==> src/rtl/cpu_pkg.sv <==
// Shared types and encodings for the multi-cycle processor control path.
// Holds the sequencer state enum, opcode/sub-op constants and small decode helpers.
package cpu_pkg;

    typedef enum logic [2:0] {
        IDLE,
        FETCH,
        LOAD,
        EXEC,
        MEM,
        WB,
        HALT
    } seq_state_t;

    localparam logic [2:0] OP_RTYPE = 3'b000;
    localparam logic [2:0] OP_MEM   = 3'b001;
    localparam logic [2:0] OP_BEQ   = 3'b110;
    localparam logic [2:0] OP_MISC  = 3'b111;

    localparam logic [1:0] SUB_JR   = 2'b11;
    localparam logic [1:0] SUB_HALT = 2'b11;

    // Opcode 001 with sub 10/11 has no defined meaning and runs as a NOP.
    function automatic logic is_illegal(input logic [8:0] instr);
        return (instr[8:6] == OP_MEM) && instr[1];
    endfunction

    function automatic logic is_halt_op(input logic [8:0] instr);
        return (instr[8:6] == OP_MISC) && (instr[1:0] == SUB_HALT);
    endfunction

endpackage

==> src/rtl/cpu_sequencer_if.sv <==
// Bundle of the signals between the sequencer and instruction memory, decoder,
// register file / ALU and data memory. The sequencer side is the master.
interface cpu_sequencer_if #(
    parameter int INSTR_WIDTH = 9,
    parameter int REG_WIDTH   = 8,
    parameter int PC_WIDTH    = 10
);
    logic                   start;
    logic [INSTR_WIDTH-1:0] instr_in;
    logic [PC_WIDTH-1:0]    pc;
    logic [INSTR_WIDTH-1:0] ir;
    logic                   dec_reg_write;
    logic                   dec_car_write;
    logic                   dec_mem_read;
    logic                   dec_mem_write;
    logic                   dec_halt;
    logic                   alu_zero;
    logic [REG_WIDTH-1:0]   target_val;
    logic                   dmem_req;
    logic                   dmem_ack;
    logic                   mdr_we;
    logic                   reg_we;
    logic                   car_we;
    logic                   dmem_we;
    logic                   busy;
    logic                   halted;

    modport master (
        input  start, instr_in, dec_reg_write, dec_car_write, dec_mem_read,
               dec_mem_write, dec_halt, alu_zero, target_val, dmem_ack,
        output pc, ir, dmem_req, mdr_we, reg_we, car_we, dmem_we, busy, halted
    );

    modport slave (
        output start, instr_in, dec_reg_write, dec_car_write, dec_mem_read,
               dec_mem_write, dec_halt, alu_zero, target_val, dmem_ack,
        input  pc, ir, dmem_req, mdr_we, reg_we, car_we, dmem_we, busy, halted
    );

endinterface

==> src/rtl/pc_unit.sv <==
// Program counter register with next-PC selection: increment, relative branch
// (sign-extended offset) or absolute jump (zero-extended target), plus clear.
module pc_unit #(
    parameter int PC_WIDTH  = 10,
    parameter int REG_WIDTH = 8
) (
    input  logic                 clk,
    input  logic                 rst_n,
    input  logic                 i_clear,
    input  logic                 i_update,
    input  logic                 i_branch,
    input  logic                 i_jump,
    input  logic [REG_WIDTH-1:0] i_target,
    output logic [PC_WIDTH-1:0]  o_pc
);

    localparam logic [PC_WIDTH-1:0] PC_ONE = PC_WIDTH'(1);

    logic [PC_WIDTH-1:0] r_pc;
    logic [PC_WIDTH-1:0] w_offset;
    logic [PC_WIDTH-1:0] w_absolute;
    logic [PC_WIDTH-1:0] w_nextPc;

    assign w_offset   = {{(PC_WIDTH-REG_WIDTH){i_target[REG_WIDTH-1]}}, i_target};
    assign w_absolute = {{(PC_WIDTH-REG_WIDTH){1'b0}}, i_target};

    // Arithmetic is left to wrap naturally at the PC width.
    always_comb begin
        w_nextPc = r_pc + PC_ONE;
        if (i_jump) begin
            w_nextPc = w_absolute;
        end else if (i_branch) begin
            w_nextPc = r_pc + w_offset;
        end
    end

    always_ff @(posedge clk or negedge rst_n) begin
        if (!rst_n) begin
            r_pc <= '0;
        end else if (i_clear) begin
            r_pc <= '0;
        end else if (i_update) begin
            r_pc <= w_nextPc;
        end
    end

    assign o_pc = r_pc;

endmodule

==> src/rtl/cpu_sequencer.sv <==
// Multi-cycle control sequencer: steps each instruction through fetch, load,
// execute, memory and write-back, and runs the data-memory req/ack handshake.
module cpu_sequencer
    import cpu_pkg::*;
#(
    parameter int INSTR_WIDTH = 9,
    parameter int REG_WIDTH   = 8,
    parameter int PC_WIDTH    = 10
) (
    input  logic            clk,
    input  logic            rst_n,
    cpu_sequencer_if.master bus
);

    seq_state_t             r_state;
    logic [INSTR_WIDTH-1:0] r_ir;
    logic                   r_dmemReq;
    logic                   r_dmemWe;
    logic                   r_regWe;
    logic                   r_carWe;
    logic                   r_busy;
    logic                   r_halted;

    logic [2:0]             w_opcode;
    logic [1:0]             w_sub;
    logic                   w_legal;
    logic                   w_memOp;
    logic                   w_regWrite;
    logic                   w_carWrite;
    logic                   w_startAccept;
    logic                   w_branch;
    logic                   w_jump;
    logic [PC_WIDTH-1:0]    w_pc;

    assign w_opcode = r_ir[INSTR_WIDTH-1 -: 3];
    assign w_sub    = r_ir[1:0];

    // Illegal encodings are masked here so a naive decoder cannot start a memory access.
    assign w_legal    = ~is_illegal(r_ir);
    assign w_memOp    = w_legal & (bus.dec_mem_read | bus.dec_mem_write);
    assign w_regWrite = w_legal & bus.dec_reg_write & ~bus.dec_mem_write;
    assign w_carWrite = w_legal & bus.dec_car_write;

    assign w_startAccept = ((r_state == IDLE) || (r_state == HALT)) && bus.start;
    assign w_branch      = (w_opcode == OP_BEQ) && bus.alu_zero;
    assign w_jump        = (w_opcode == OP_RTYPE) && (w_sub == SUB_JR);

    always_ff @(posedge clk or negedge rst_n) begin
        if (!rst_n) begin
            r_state   <= IDLE;
            r_ir      <= '0;
            r_dmemReq <= 1'b0;
            r_dmemWe  <= 1'b0;
            r_regWe   <= 1'b0;
            r_carWe   <= 1'b0;
            r_busy    <= 1'b0;
            r_halted  <= 1'b0;
        end else begin
            r_regWe <= 1'b0;
            r_carWe <= 1'b0;
            case (r_state)
                IDLE, HALT: begin
                    if (bus.start) begin
                        r_state  <= FETCH;
                        r_busy   <= 1'b1;
                        r_halted <= 1'b0;
                    end
                end
                FETCH: r_state <= LOAD;
                LOAD: begin
                    r_ir    <= bus.instr_in;
                    r_state <= EXEC;
                end
                EXEC: begin
                    if (bus.dec_halt) begin
                        r_state  <= HALT;
                        r_busy   <= 1'b0;
                        r_halted <= 1'b1;
                    end else if (w_memOp) begin
                        r_state   <= MEM;
                        r_dmemReq <= 1'b1;
                        r_dmemWe  <= bus.dec_mem_write;
                    end else begin
                        r_state <= WB;
                        r_regWe <= w_regWrite;
                        r_carWe <= w_carWrite;
                    end
                end
                // Strobes are loaded on the way into WB so they are high for exactly that cycle.
                MEM: begin
                    if (bus.dmem_ack) begin
                        r_state   <= WB;
                        r_dmemReq <= 1'b0;
                        r_dmemWe  <= 1'b0;
                        r_regWe   <= w_regWrite;
                        r_carWe   <= w_carWrite;
                    end
                end
                WB:      r_state <= FETCH;
                default: r_state <= IDLE;
            endcase
        end
    end

    pc_unit #(
        .PC_WIDTH  (PC_WIDTH),
        .REG_WIDTH (REG_WIDTH)
    ) u_pcUnit (
        .clk      (clk),
        .rst_n    (rst_n),
        .i_clear  (w_startAccept),
        .i_update (r_state == WB),
        .i_branch (w_branch),
        .i_jump   (w_jump),
        .i_target (bus.target_val),
        .o_pc     (w_pc)
    );

    assign bus.pc       = w_pc;
    assign bus.ir       = r_ir;
    assign bus.dmem_req = r_dmemReq;
    assign bus.dmem_we  = r_dmemWe;
    assign bus.reg_we   = r_regWe;
    assign bus.car_we   = r_carWe;
    assign bus.busy     = r_busy;
    assign bus.halted   = r_halted;
    assign bus.mdr_we   = (r_state == MEM) && bus.dmem_ack && bus.dec_mem_read;

endmodule

==> src/flat_wrapper.sv <==
// flat-port wrapper written by rule: the top's interface ports become plain ports
module cpu_sequencer_flat import cpu_pkg::*;
#(
    parameter int INSTR_WIDTH = 9,
    parameter int REG_WIDTH   = 8,
    parameter int PC_WIDTH    = 10
)
  (clk, rst_n, bus_start, bus_instr_in, bus_dec_reg_write, bus_dec_car_write, bus_dec_mem_read, bus_dec_mem_write, bus_dec_halt, bus_alu_zero, bus_target_val, bus_dmem_ack, bus_pc, bus_ir, bus_dmem_req, bus_mdr_we, bus_reg_we, bus_car_we, bus_dmem_we, bus_busy, bus_halted);
  cpu_sequencer_if #(.INSTR_WIDTH(INSTR_WIDTH), .REG_WIDTH(REG_WIDTH), .PC_WIDTH(PC_WIDTH)) bus_i ();
  input  logic clk;
  input  logic rst_n;
  input wire logic [$bits(bus_i.start)-1:0] bus_start;
  input wire logic [$bits(bus_i.instr_in)-1:0] bus_instr_in;
  input wire logic [$bits(bus_i.dec_reg_write)-1:0] bus_dec_reg_write;
  input wire logic [$bits(bus_i.dec_car_write)-1:0] bus_dec_car_write;
  input wire logic [$bits(bus_i.dec_mem_read)-1:0] bus_dec_mem_read;
  input wire logic [$bits(bus_i.dec_mem_write)-1:0] bus_dec_mem_write;
  input wire logic [$bits(bus_i.dec_halt)-1:0] bus_dec_halt;
  input wire logic [$bits(bus_i.alu_zero)-1:0] bus_alu_zero;
  input wire logic [$bits(bus_i.target_val)-1:0] bus_target_val;
  input wire logic [$bits(bus_i.dmem_ack)-1:0] bus_dmem_ack;
  output wire logic [$bits(bus_i.pc)-1:0] bus_pc;
  output wire logic [$bits(bus_i.ir)-1:0] bus_ir;
  output wire logic [$bits(bus_i.dmem_req)-1:0] bus_dmem_req;
  output wire logic [$bits(bus_i.mdr_we)-1:0] bus_mdr_we;
  output wire logic [$bits(bus_i.reg_we)-1:0] bus_reg_we;
  output wire logic [$bits(bus_i.car_we)-1:0] bus_car_we;
  output wire logic [$bits(bus_i.dmem_we)-1:0] bus_dmem_we;
  output wire logic [$bits(bus_i.busy)-1:0] bus_busy;
  output wire logic [$bits(bus_i.halted)-1:0] bus_halted;
  assign bus_i.start = bus_start;
  assign bus_i.instr_in = bus_instr_in;
  assign bus_i.dec_reg_write = bus_dec_reg_write;
  assign bus_i.dec_car_write = bus_dec_car_write;
  assign bus_i.dec_mem_read = bus_dec_mem_read;
  assign bus_i.dec_mem_write = bus_dec_mem_write;
  assign bus_i.dec_halt = bus_dec_halt;
  assign bus_i.alu_zero = bus_alu_zero;
  assign bus_i.target_val = bus_target_val;
  assign bus_i.dmem_ack = bus_dmem_ack;
  assign bus_pc = bus_i.pc;
  assign bus_ir = bus_i.ir;
  assign bus_dmem_req = bus_i.dmem_req;
  assign bus_mdr_we = bus_i.mdr_we;
  assign bus_reg_we = bus_i.reg_we;
  assign bus_car_we = bus_i.car_we;
  assign bus_dmem_we = bus_i.dmem_we;
  assign bus_busy = bus_i.busy;
  assign bus_halted = bus_i.halted;
  cpu_sequencer #(.INSTR_WIDTH(INSTR_WIDTH), .REG_WIDTH(REG_WIDTH), .PC_WIDTH(PC_WIDTH)) u_core (.clk(clk), .rst_n(rst_n), .bus(bus_i));
endmodule
==> config.mk <==
export PLATFORM = sky130hd
export DESIGN_NAME = cpu_sequencer_flat
export DESIGN_NICKNAME = d
export VERILOG_FILES = /design/src/rtl/cpu_pkg.sv /design/src/rtl/cpu_sequencer_if.sv /design/src/rtl/pc_unit.sv /design/src/rtl/cpu_sequencer.sv /design/src/flat_wrapper.sv
export SDC_FILE = /design/constraint.sdc
export NUM_CORES = 1
export LEC_CHECK = 0
export BUFFER_PORTS_ARGS = -buffer_cell sky130_fd_sc_hd__clkbuf_2
export CORE_MARGIN = 2
export CORE_UTILIZATION = 25
export DETAILED_ROUTE_END_ITERATION = 12
export PLACE_DENSITY_LB_ADDON = 0.05
export SLEW_MARGIN = 20
export SYNTH_ARGS = -nofsm -noshare
export SYNTH_HDL_FRONTEND = slang
export SYNTH_SLANG_ARGS = --single-unit
==> constraint.sdc <==
create_clock -name clk -period 3.3 [get_ports clk]
set_clock_uncertainty 0.2 [all_clocks]
set_input_delay 0.99 -clock clk [delete_from_list [all_inputs] [get_ports clk]]
set_output_delay 0.99 -clock clk [all_outputs]
set_load 0.005 [all_outputs]
======== Word-level counts from Yosys, hierarchy flattened ========
Cells that the tools add are included.
storage, ports and cells
  bits of input ports ..................... 27
  register bits after elaboration ......... 28
cells by class
  eq/ne operators ......................... 14
  add/sub/neg operators ................... 2
  bitwise operators ....................... 7
  muxes and demuxes ....................... 30
  reduce and logical (&&, ||, !) cells .... 16
operator list
  cell                                                              number
  10-bit two-way mux                                                4
  3-bit case mux with 6 select lines                                1
  1-bit two-way mux                                                 16
  3-bit == test (second input constant)                             4
  1-bit case mux with 2 select lines                                6
  10-bit by 1-bit adder with 10-bit output (second input constant)  1
  10-bit adder                                                      1
  3-bit two-way mux                                                 3
  2-bit != test (second input constant)                             4
  3-bit by 1-bit == test with 1-bit output (second input constant)  2
  3-bit by 2-bit == test with 1-bit output (second input constant)  2
  1-bit logical AND                                                 6
  3-bit zero test                                                   2
  2-bit nonzero test                                                3
  1-bit AND                                                         4
  4-bit AND reduction                                               1
  3-bit AND reduction                                               1
  2-bit == test (second input constant)                             1
  2-bit by 1-bit != test with 1-bit output (second input constant)  1
  1-bit inverter                                                    2
  2-bit AND reduction                                               1
  2-bit OR reduction                                                1
  1-bit logical OR                                                  1
  1-bit OR                                                          1

======== Logic depth before layout (Yosys ltp) ========
  word-level depth ........................ 8
  gate-level depth with buffers ........... 10
  mapped depth without buffers ............ 10

======== Modules after synthesis ========
A second synthesis with hierarchy kept.
unflattened totals
  cell total of the unflattened synthesis .. 184
  area total of the unflattened synthesis .. 1,814.2 sq um
modules (own cells, without submodules)
  module         area each (sq um)  times used  cells an instance
  pc_unit        925.9              1           108
  cpu_sequencer  888.4              1           76

======== Worst setup path after synthesis ========
No wires, ideal clock.
  kind .................................... in2reg
  from .................................... input port bus_alu_zero
  to ...................................... register u_core.u_pcUnit.r_pc[9] (netlist: u_core.u_pcUnit.o_pc[9])
  cell stages on the path ................. 9
  path buffers ............................ 0
  path slack .............................. 0.177 ns
  library setup time ...................... 0.080 ns
  arrival time ............................ 2.843 ns
  data required time ...................... 3.020 ns
  cell sequence ........................... and4b_1 and2_1 ha_1 a21o_1 a21oi_1 nand4_1 and3_1 or4_4 o211ai_2
between the ends
  cells in the longest elaborated chain, start to end .. 5
RTL lines
  what                  RTL line             text
  from (decl)           flat_wrapper.sv:19   input wire logic [$bits(bus_i.alu_zero)-1:0] bus_alu_zero;
  1-bit logical AND     cpu_sequencer.sv:45  assign w_branch = (w_opcode == OP_BEQ) && bus.alu_zero;
  10-bit two-way mux    pc_unit.sv:32        end else if (i_branch) begin
  10-bit two-way mux    pc_unit.sv:30        if (i_jump) begin
  10-bit two-way mux    pc_unit.sv:42        end else if (i_update) begin
  10-bit two-way mux    pc_unit.sv:40        end else if (i_clear) begin
  to (signal assigned)  pc_unit.sv:43        r_pc <= w_nextPc;
  to (decl)             pc_unit.sv:19        logic [PC_WIDTH-1:0] r_pc;
No other way between the ends. The select of a mux whose other input is x is not followed.
A chain may end at the register's enable or synchronous reset.

======== Final worst setup path ========
  from .................................... input port bus_alu_zero
  to ...................................... register u_core.u_pcUnit.r_pc[6] (netlist: u_core.u_pcUnit.o_pc[6])
The elaborated chain is that of the path after synthesis.

==> results.yml <==
status:
  status: "finished clean"
sta:
  drv_slew: 0
  hold_viol: 0
  tightestPinTransition_ps: 766
  fmax_ghz: 0.322
  finalCriticalPeriod_ps: 3110
  setup_ws_ps: 193
  period_share_pct: 94.2
  relSlewSlack_pct: 48.9
  setup_viol: 0
  rsz0062_at_grt: "false"
synth:
  syn_area_per_cell_um2: 9.78
  synth_warnings: 0
  ys_types: 42
  synth_area_um2: 1700
  synth_fp_nets: 211
  synth_edf_count: 0
  ys_ff_latch: 28
  synth_flop_cell: "dfrtp_1"
  syn_inst: 174
  synth_seq_area_share_pct: 41.2
  synthArstFlopShare_pct: 100
critical_path:
  required_ps: 3280
  crit_arrival_ps: 3090
  cp_max_fo: 6
  critPathLaunchType: "input port"
  rr_startpoint: "u_core.bus.ir[6]$_DFFE_PN0P_"
  rrSetupSlack_ps: 440
  r2r_end: "u_core.u_pcUnit.o_pc[6]$_DFFE_PN0P_"
  r2r_cells: 10
  crit_type: "in -> reg"
  end_kind: "flop"
detailed_routing:
  wl_um: 4440
  vias: 1466
  wire_per_inst_um: 14.1
  drt_pass1_iterations: 4
  antenna_left: 0
  vias_per_cell: 4.64
  drc: 0
  drt-initial-drc-count: 27
pwr:
  ir_worst_vdd_mv: 0.266
  p_total_mw: 1.59
  p_per_area_nw_per_um2: 731
  p_leak_nw: 1.16
final_layout:
  area_growth_pct: 28.2
  antenna_cells: 0
  layout_common_cells: "52 x clkbuf_2, 28 x dfrtp_1, 22 x nand2_1, 12 x a21oi_1, 11 x o21ai_0"
  layout.nets: 274
  final_common_cell: "clkbuf_2"
  postLayoutCellArea_um2: 2180
  final_cells: 316
  drive_gt1_share_pct: 33.5
global_route:
  grt_pass1_vias: 1526
  grt_pass1_wl_um: 7350
  grt_usage_pct: 12.5
  antenna_found_initial: 0
  grt_start_max_net_pins: 29
  grt_remaining_overflow: 0
place:
  dpl_cell_area_um2: 2110
  routabilityCongestion: 0.767
  port_buffers: 52
  dpl.hpwl_um: 3400
  place_ws_ps: -143
  placed_cells: 312
worst_hold_path:
  hold_depth: 1
  hold_end: "u_core.bus.dmem_req$_DFFE_PN0P_"
  worstHoldPathType: "reg -> reg"
  min_from: "u_core.bus.dmem_req$_DFFE_PN0P_"
clock_tree:
  worstSkewPairLatency_ps: 280
  post_cts_resized: 0
  path_clk_slew_ps: 110
  cts_htree_levels: 1
  hold_buffers: 0
  clkSinkCount: 28
  tritoncts: "built"
  cts_made_buffers: 3
  root_buffer: "clkbuf_8"
  cts_buffer_depth: 2
  postCtsSetupBuffers: 0
floorplan:
  die_w_um: 86.5
  rows: 30
  core_um2: 6680
  ioPinCount: 53
  dieArea_um2: 7480
  start_util_pct: 25.5
  die_h_um: 86.5
run:
  maxCapViolCount: 0
==> metrics by stage <==
step	setup TNS [ps]	hold slack [ps]	utilization, %
6_report	0	297	32.7
5_1_grt	0	334	32.7
4_1_cts	0	304	32.6
3_5_place_dp	-274	275	31.6
3_3_place_gp	-234	270	31.6
2_1_floorplan	0	274	-
==> cell usage after synthesis, types with 4 or more instances <==
cell / n / area [um^2]
xor2_1: 4 / 35.0
and2_1: 9 / 56.3
nor2_1: 10 / 37.5
a21o_1: 5 / 37.5
nand2_1: 22 / 82.6
dfrtp_1: 28 / 701
mux2_2: 8 / 90.1
a21oi_1: 12 / 60.1
o21ai_0: 11 / 55.1
ha_1: 9 / 113
mux2i_1: 6 / 60.1
==> routing by layer <==
layer  vias up  wire length (um)  global-route usage [%]
li1        749                 -                       -
met1       694              2080                    15.4
met2        21              2200                    22.7
met3         2               134                    2.76
met4         0                23                    2.13
met5         -                 0                       0
==> where the power goes <==
group          switching [mW]  total (mW)  internal, mW  leakage (nW)
Sequential              0.139       0.617         0.478         0.354
Clock                   0.126       0.289         0.163        0.0357
Combinational           0.335       0.687         0.353         0.769
==> cells by family (layout without fill, tap and decap cells) <==
family | after synthesis | count (layout) | synth area share [%]
xor gates and xnor gates | 6 | 6 | 3.09
muxes | 16 | 16 | 10.1
adders and majority gates | 10 | 10 | 7.79
AOI/OAI and AO/OA | 42 | 42 | 15.4
and+or+nand+nor | 66 | 66 | 20.5
DFF | 28 | 28 | 41.2
buffers and inverters | 6 | 68 | 1.84
==> cell type report <==
class | count | area, um^2
Fill cell | 727 | 4500
Multi-Input combinational cell | 140 | 971
Sequential cell | 28 | 701
Timing Repair Buffer | 61 | 328
Tap cell | 80 | 100
Clock buffer | 3 | 41.3
Clock inverter | 1 | 30.0
Inverter | 3 | 11.3
==> worst max-delay path by stage <==
stage | from | end | slack [ps] | cells after the start
6_report | bus_alu_zero | u_core.u_pcUnit.o_pc[6]$_DFFE_PN0P_ | 190 | 11
5_1_grt | bus_alu_zero | u_core.u_pcUnit.o_pc[6]$_DFFE_PN0P_ | 40 | 11
4_1_cts | bus_alu_zero | u_core.u_pcUnit.o_pc[6]$_DFFE_PN0P_ | 170 | 11
3_5_place_dp | bus_alu_zero | u_core.u_pcUnit.o_pc[6]$_DFFE_PN0P_ | -140 | 11
3_3_place_gp | bus_alu_zero | u_core.u_pcUnit.o_pc[6]$_DFFE_PN0P_ | -140 | 11
2_1_floorplan | bus_alu_zero | u_core.u_pcUnit.o_pc[9]$_DFFE_PN0P_ | 180 | 9
==> sequential cells by signal, indices dropped and copies added, names as in the netlist <==
signal                cells
u_core.bus.halted         1
u_core.bus.dmem_req       1
u_core.bus.busy           1
u_core.bus.car_we         1
u_core.r_state            3
u_core.bus.ir             9
u_core.bus.dmem_we        1
u_core.u_pcUnit.o_pc     10
u_core.bus.reg_we         1
==> worst max-delay path: stages <==
cell and delay [ps]:
clkbuf_2 70, and4b_2 290, nand2b_1 80, ha_1 210, fa_1 400, a21o_1 200
a21oi_1 190, o21bai_1 110, a21oi_1 240, mux2i_1 240, nand2_1 70
Note: power is estimated with default switching activity, not from simulation.
